===== config.mk =====
export PLATFORM = sky130hd
export DESIGN_NAME = entry_alloc_ctrl
export DESIGN_NICKNAME = d
export VERILOG_FILES = /design/src/rtl/entry_alloc_ctrl.sv
export SDC_FILE = /design/constraint.sdc
export NUM_CORES = 1
export LEC_CHECK = 0
export ABC_AREA = 1
export BUFFER_PORTS_ARGS = -buffer_cell sky130_fd_sc_hd__buf_2
export CORE_UTILIZATION = 58
export CTS_CLUSTER_DIAMETER = 100
export CTS_CLUSTER_SIZE = 12
export DETAILED_ROUTE_END_ITERATION = 8
export PLACE_DENSITY_LB_ADDON = 0.05
export SLEW_MARGIN = 20
export SYNTH_ARGS = -nofsm -noshare
export SYNTH_HDL_FRONTEND = slang
export SYNTH_HIERARCHICAL = 1
export SYNTH_SLANG_ARGS = --single-unit

===== constraint.sdc =====
create_clock -name clk -period 3.4 [get_ports clk]
set_clock_uncertainty 0.05 [all_clocks]
set_input_delay 0.68 -clock clk [delete_from_list [all_inputs] [get_ports clk]]
set_output_delay 0.68 -clock clk [all_outputs]
set_load 0.005 [all_outputs]

===== src/rtl/entry_alloc_ctrl.sv =====
// Entry allocator for an N-entry window (RS / ROB / LSQ slots).
// One lowest-index grant and one release per cycle; flush frees all entries.

// Recursive halving first-one search: the lower half wins whenever it holds a set bit.
module entry_alloc_ffs #(
    parameter int W  = 16,
    parameter int LW = $clog2(W)
) (
    input  logic [W-1:0]  bits,
    output logic          valid,
    output logic [LW-1:0] idx
);

    generate
        if (W == 2) begin : g_leaf
            assign valid = |bits;
            assign idx   = ~bits[0];
        end else begin : g_split
            logic          lo_valid;
            logic          hi_valid;
            logic [LW-2:0] lo_idx;
            logic [LW-2:0] hi_idx;

            entry_alloc_ffs #(
                .W (W / 2)
            ) u_lo (
                .bits  (bits[W/2-1:0]),
                .valid (lo_valid),
                .idx   (lo_idx)
            );

            entry_alloc_ffs #(
                .W (W / 2)
            ) u_hi (
                .bits  (bits[W-1:W/2]),
                .valid (hi_valid),
                .idx   (hi_idx)
            );

            assign valid = lo_valid | hi_valid;
            assign idx   = lo_valid ? {1'b0, lo_idx} : {1'b1, hi_idx};
        end
    endgenerate

endmodule

module entry_alloc_ctrl #(
    parameter int ENTRY_NUM = 16,
    parameter int IDX_WIDTH = 4
) (
    input  logic                 clk,
    input  logic                 rst,
    input  logic                 alloc_req,
    output logic                 alloc_gnt,
    output logic [IDX_WIDTH-1:0] alloc_idx,
    input  logic                 rel_valid,
    input  logic [IDX_WIDTH-1:0] rel_idx,
    input  logic                 flush,
    output logic [IDX_WIDTH:0]   free_cnt,
    output logic                 full,
    output logic                 empty,
    output logic                 rel_err
);

    localparam logic [IDX_WIDTH:0] CNT_MAX = (IDX_WIDTH + 1)'(ENTRY_NUM);

    // 1 = entry is free
    logic [ENTRY_NUM-1:0] free_map;
    logic [ENTRY_NUM-1:0] free_map_nxt;
    logic [ENTRY_NUM-1:0] gnt_mask;
    logic [ENTRY_NUM-1:0] rel_mask;
    logic [IDX_WIDTH:0]   cnt_nxt;
    logic                 full_nxt;
    logic                 empty_nxt;
    logic                 err_nxt;
    logic                 any_free;
    logic [IDX_WIDTH-1:0] first_idx;
    logic                 rel_live;
    logic                 rel_hit;
    logic                 rel_dup;

    entry_alloc_ffs #(
        .W  (ENTRY_NUM),
        .LW (IDX_WIDTH)
    ) u_ffs (
        .bits  (free_map),
        .valid (any_free),
        .idx   (first_idx)
    );

    // Zero-latency grant from the registered map; flush and reset suppress it
    always_comb begin
        alloc_gnt = alloc_req & any_free & ~flush & ~rst;
        alloc_idx = alloc_gnt ? first_idx : '0;
    end

    // Classify a release as a real free or a double release of a free entry
    always_comb begin
        rel_live = rel_valid & ~flush & ~rst;
        rel_hit  = rel_live & ~free_map[rel_idx];
        rel_dup  = rel_live & free_map[rel_idx];
    end

    // One-hot update masks; a real release can never hit the granted index
    always_comb begin
        gnt_mask = '0;
        rel_mask = '0;
        if (alloc_gnt) begin
            gnt_mask[alloc_idx] = 1'b1;
        end
        if (rel_hit) begin
            rel_mask[rel_idx] = 1'b1;
        end
    end

    // Next map and count; flush frees everything and drops concurrent traffic
    always_comb begin
        free_map_nxt = (free_map & ~gnt_mask) | rel_mask;
        cnt_nxt      = free_cnt
                     + (IDX_WIDTH + 1)'(rel_hit)
                     - (IDX_WIDTH + 1)'(alloc_gnt);
        if (flush) begin
            free_map_nxt = '1;
            cnt_nxt      = CNT_MAX;
        end
    end

    // Status flags derived from the next-state count so they track free_cnt
    always_comb begin
        full_nxt  = (cnt_nxt == '0);
        empty_nxt = (cnt_nxt == CNT_MAX);
        err_nxt   = rel_err | rel_dup;
    end

    // State register with synchronous reset; rel_err survives flush
    always_ff @(posedge clk) begin
        if (rst) begin
            free_map <= '1;
            free_cnt <= CNT_MAX;
            full     <= 1'b0;
            empty    <= 1'b1;
            rel_err  <= 1'b0;
        end else begin
            free_map <= free_map_nxt;
            free_cnt <= cnt_nxt;
            full     <= full_nxt;
            empty    <= empty_nxt;
            rel_err  <= err_nxt;
        end
    end

endmodule


==> flow_summary.ini <==
[status]
status = finished with violations
violations = DRC

[die]
die_area_mm2 = 0.003275
fp.dieH_um = 57.23
die_width_um = 57.23
std_cell_rows = 19
ioPinCount = 22
core_mm2 = 0.002829
initial_core_util_pct = 62.54

[sta]
slew_headroom_pct = 56.89
min_period_ns = 3.158
hold_viol = 0
drv_slew = 0
worst_slew_pin_slew_ns = 0.6417
setup_viol = 0
grt_setup_unrepaired = no
fmax_ghz = 0.3167
holdWs_ns = 0.4126
fin_setup_tns_ns = 0
fin_crit_sh_pct = 92.88

[global_route]
grtUsageMet3_pct = 2.948
grt_pass1_vias = 1482
grt_max_degree = 19
met2_usage_pct = 39.33
track_usage_pct = 26.37
antenna_found_initial = 0
grt.overflow.total = 0
grt_first_pass_wirelength_um = 6734
gr-usage-met1_pct = 40.45
globalRoute.busiestLayer = met1

[clock_tree]
htree_levels = 1
cts-root-buf = clkbuf_4
cts-buffers-inserted = 3
cts_sinks = 24
cts_tree = done
cts_buffer_depth = 2
cts.clk_slew.worst_paths_ns = 0.14
postCtsHoldBufs = 0
cts_resized = 0
worstSkewPairLatency_ns = 0.31
post_cts_buffers = 0

[placed_design]
place_congestion = 0.8442
io_buffer_count = 21
dp_hpwl_um = 3168

[detailed_routing]
via_per_inst = 5.090
vias = 1761
totalWireLength_um = 3988
routedWlPerCell_um = 11.53
dr.pass1.iters = 6
antenna_left = 0
drc_errors = 3
drtIter0Drc = 90

[setup_path]
arrival_ns = 3.32
slowest_stage = fa_1
critPathCaptureType = register
crit_top_cell = inv_1
critPathLaunchType = register
slowest_delay_ns = 0.36
critPathMaxFanout = 5
critPathKind = register to register
startpoint = free_map[0]
endpoint = empty
r2r_start = free_map[0]
path_cells = inv_2 -> nand2_2 -> or2_1 -> or2_1 -> or2_1 -> nand4_4 -> inv_1 -> ha_1 -> inv_1 -> ha_1 -> inv_1 -> fa_1 -> inv_1 -> nand3_1 -> a31oi_1 -> nand2_1 -> a21boi_0
r2r_slack_ns = 0.24
cp.required_ns = 3.57
crit-reg2reg-capture = empty
ff2ff_path_depth = 17

[cells_and_area]
final_cell_mix = nand2_1, inv_1, dfxtp_1
synthToLayoutAreaGrowth_pct = 9.972
drive_gt1_share_pct = 22.54
final_nets = 331
num_antenna_cells = 0
final_common_cell = nand2_1

[yosys]
synthTopCellsByArea = dfxtp_1, nand2_1, inv_1, a21oi_1, o21ai_2
syn_inst = 289
synth.net_count = 304
synth_area_mm2 = 0.001769
synth_seq_cells = 24
syn_avg_cell_area_um2 = 6.122
ys_seq_area_share_pct = 27.16
ys_warn_count = 6
synth_top_cell_area_share_pct = 27.16
synthDistinctLibCells = 26
synth_top_cell_by_area = dfxtp_1

[pwr]
ir_drop_mv = 0.1792
powerDensity_mw_per_mm2 = 281.6
leakage_uw = 0.001069

[worst_hold_path]
holdCritPathClass = register to register

[run]
cap_violations = 0
synth_stat cells:
cell type    n
dfxtp_1     24
ha_1         5
o21ai_1      5
a21o_1       1
a21boi_0     1
nand2_1    114
o21ai_0      5
nand2_4      1
o21ai_2      9
nor2_1      18
nand4_4      1
buf_6        3
or2_1        7
xnor2_1      1
nor3_1       2
nor2_2       4
buf_4        1
fa_1         1
inv_1       37
nand2_2     11
inv_2       12
a31oi_1      1
a21oi_1     19
o211ai_1     1
nand3_1      2
nor2_4       3
flip-flops by register name, summed over array words and instances (netlist names):
register  count
full          1
rel_err       1
free_cnt      5
free_map     16
empty         1
area by class of cell:
type                       count  area (um2)
tap                           31       38.79
sequential                    24       480.5
timing repair buffer          26       142.6
inverter                      49       183.9
fill                         273       883.3
multi-input combinational    212        1064
clock buffer                   4       36.28
power breakdown:
part | leakage (uW) | switching, uW | internal, uW
sequential | 0.000195 | 3.86 | 289
clock | 0.0000210 | 84.6 | 65.4
combinational | 0.000853 | 66.4 | 38.9
total | 0.00107 | 155 | 393
per-stage QoR:
stage / total power, uW / utilization (%) / instances / instance area, um2 / setup WS [ns]
global route: 576.5 / 68.77 / 346 / 1946 / 0.01021
detailed placement: 403.1 / 67.49 / 342 / 1909 / 0.09476
floorplan: 373.1 / - / 289 / 1769 / 0.3847
global placement: 402.7 / 67.49 / 342 / 1909 / 0.1529
CTS: 549.4 / 68.77 / 346 / 1946 / 0.2388
finish: 547.9 / 68.77 / 346 / 1946 / 0.2422
worst max-delay path, delay by kind of cell, from the launching register on:
family | cells | cell delay [ns]
AO/OA/AOI/OAI | 2 | 0.32
buffers and inverters | 5 | 0.35
flip-flops | 1 | 0.35
AND/OR/NAND/NOR | 7 | 1.21
adder cells (fa/ha/maj) | 3 | 0.80
per-layer routing:
layer / up-vias / routed length (um)
li1: 936 / -
met4: 0 / 23
met5: - / 0
met1: 765 / 1949
met3: 2 / 307
met2: 58 / 1708
how the worst min path moves through the flow:
| stage | depth (start not counted) | startpoint | end |
|---|---|---|---|
| 3_5_place_dp | 2 | rel_err | rel_err |
| 5_1_grt | 2 | rel_err | rel_err |
| 4_1_cts | 2 | rel_err | rel_err |
| 3_3_place_gp | 2 | rel_err | rel_err |
| 2_1_floorplan | 2 | rel_err | rel_err |
| 6_report | 2 | rel_err | rel_err |
kinds of logic after synthesis:
logic type	count (synthesis)	synth area share, %
xor gates and xnor gates	1	0.4951
DFF	24	27.16
buffers and inverters	53	12.73
adders and majority gates	6	4.668
and+or+nand+nor	163	40.66
AOI/OAI and AO/OA	42	14.29
Power figures use the tool's default switching activity.
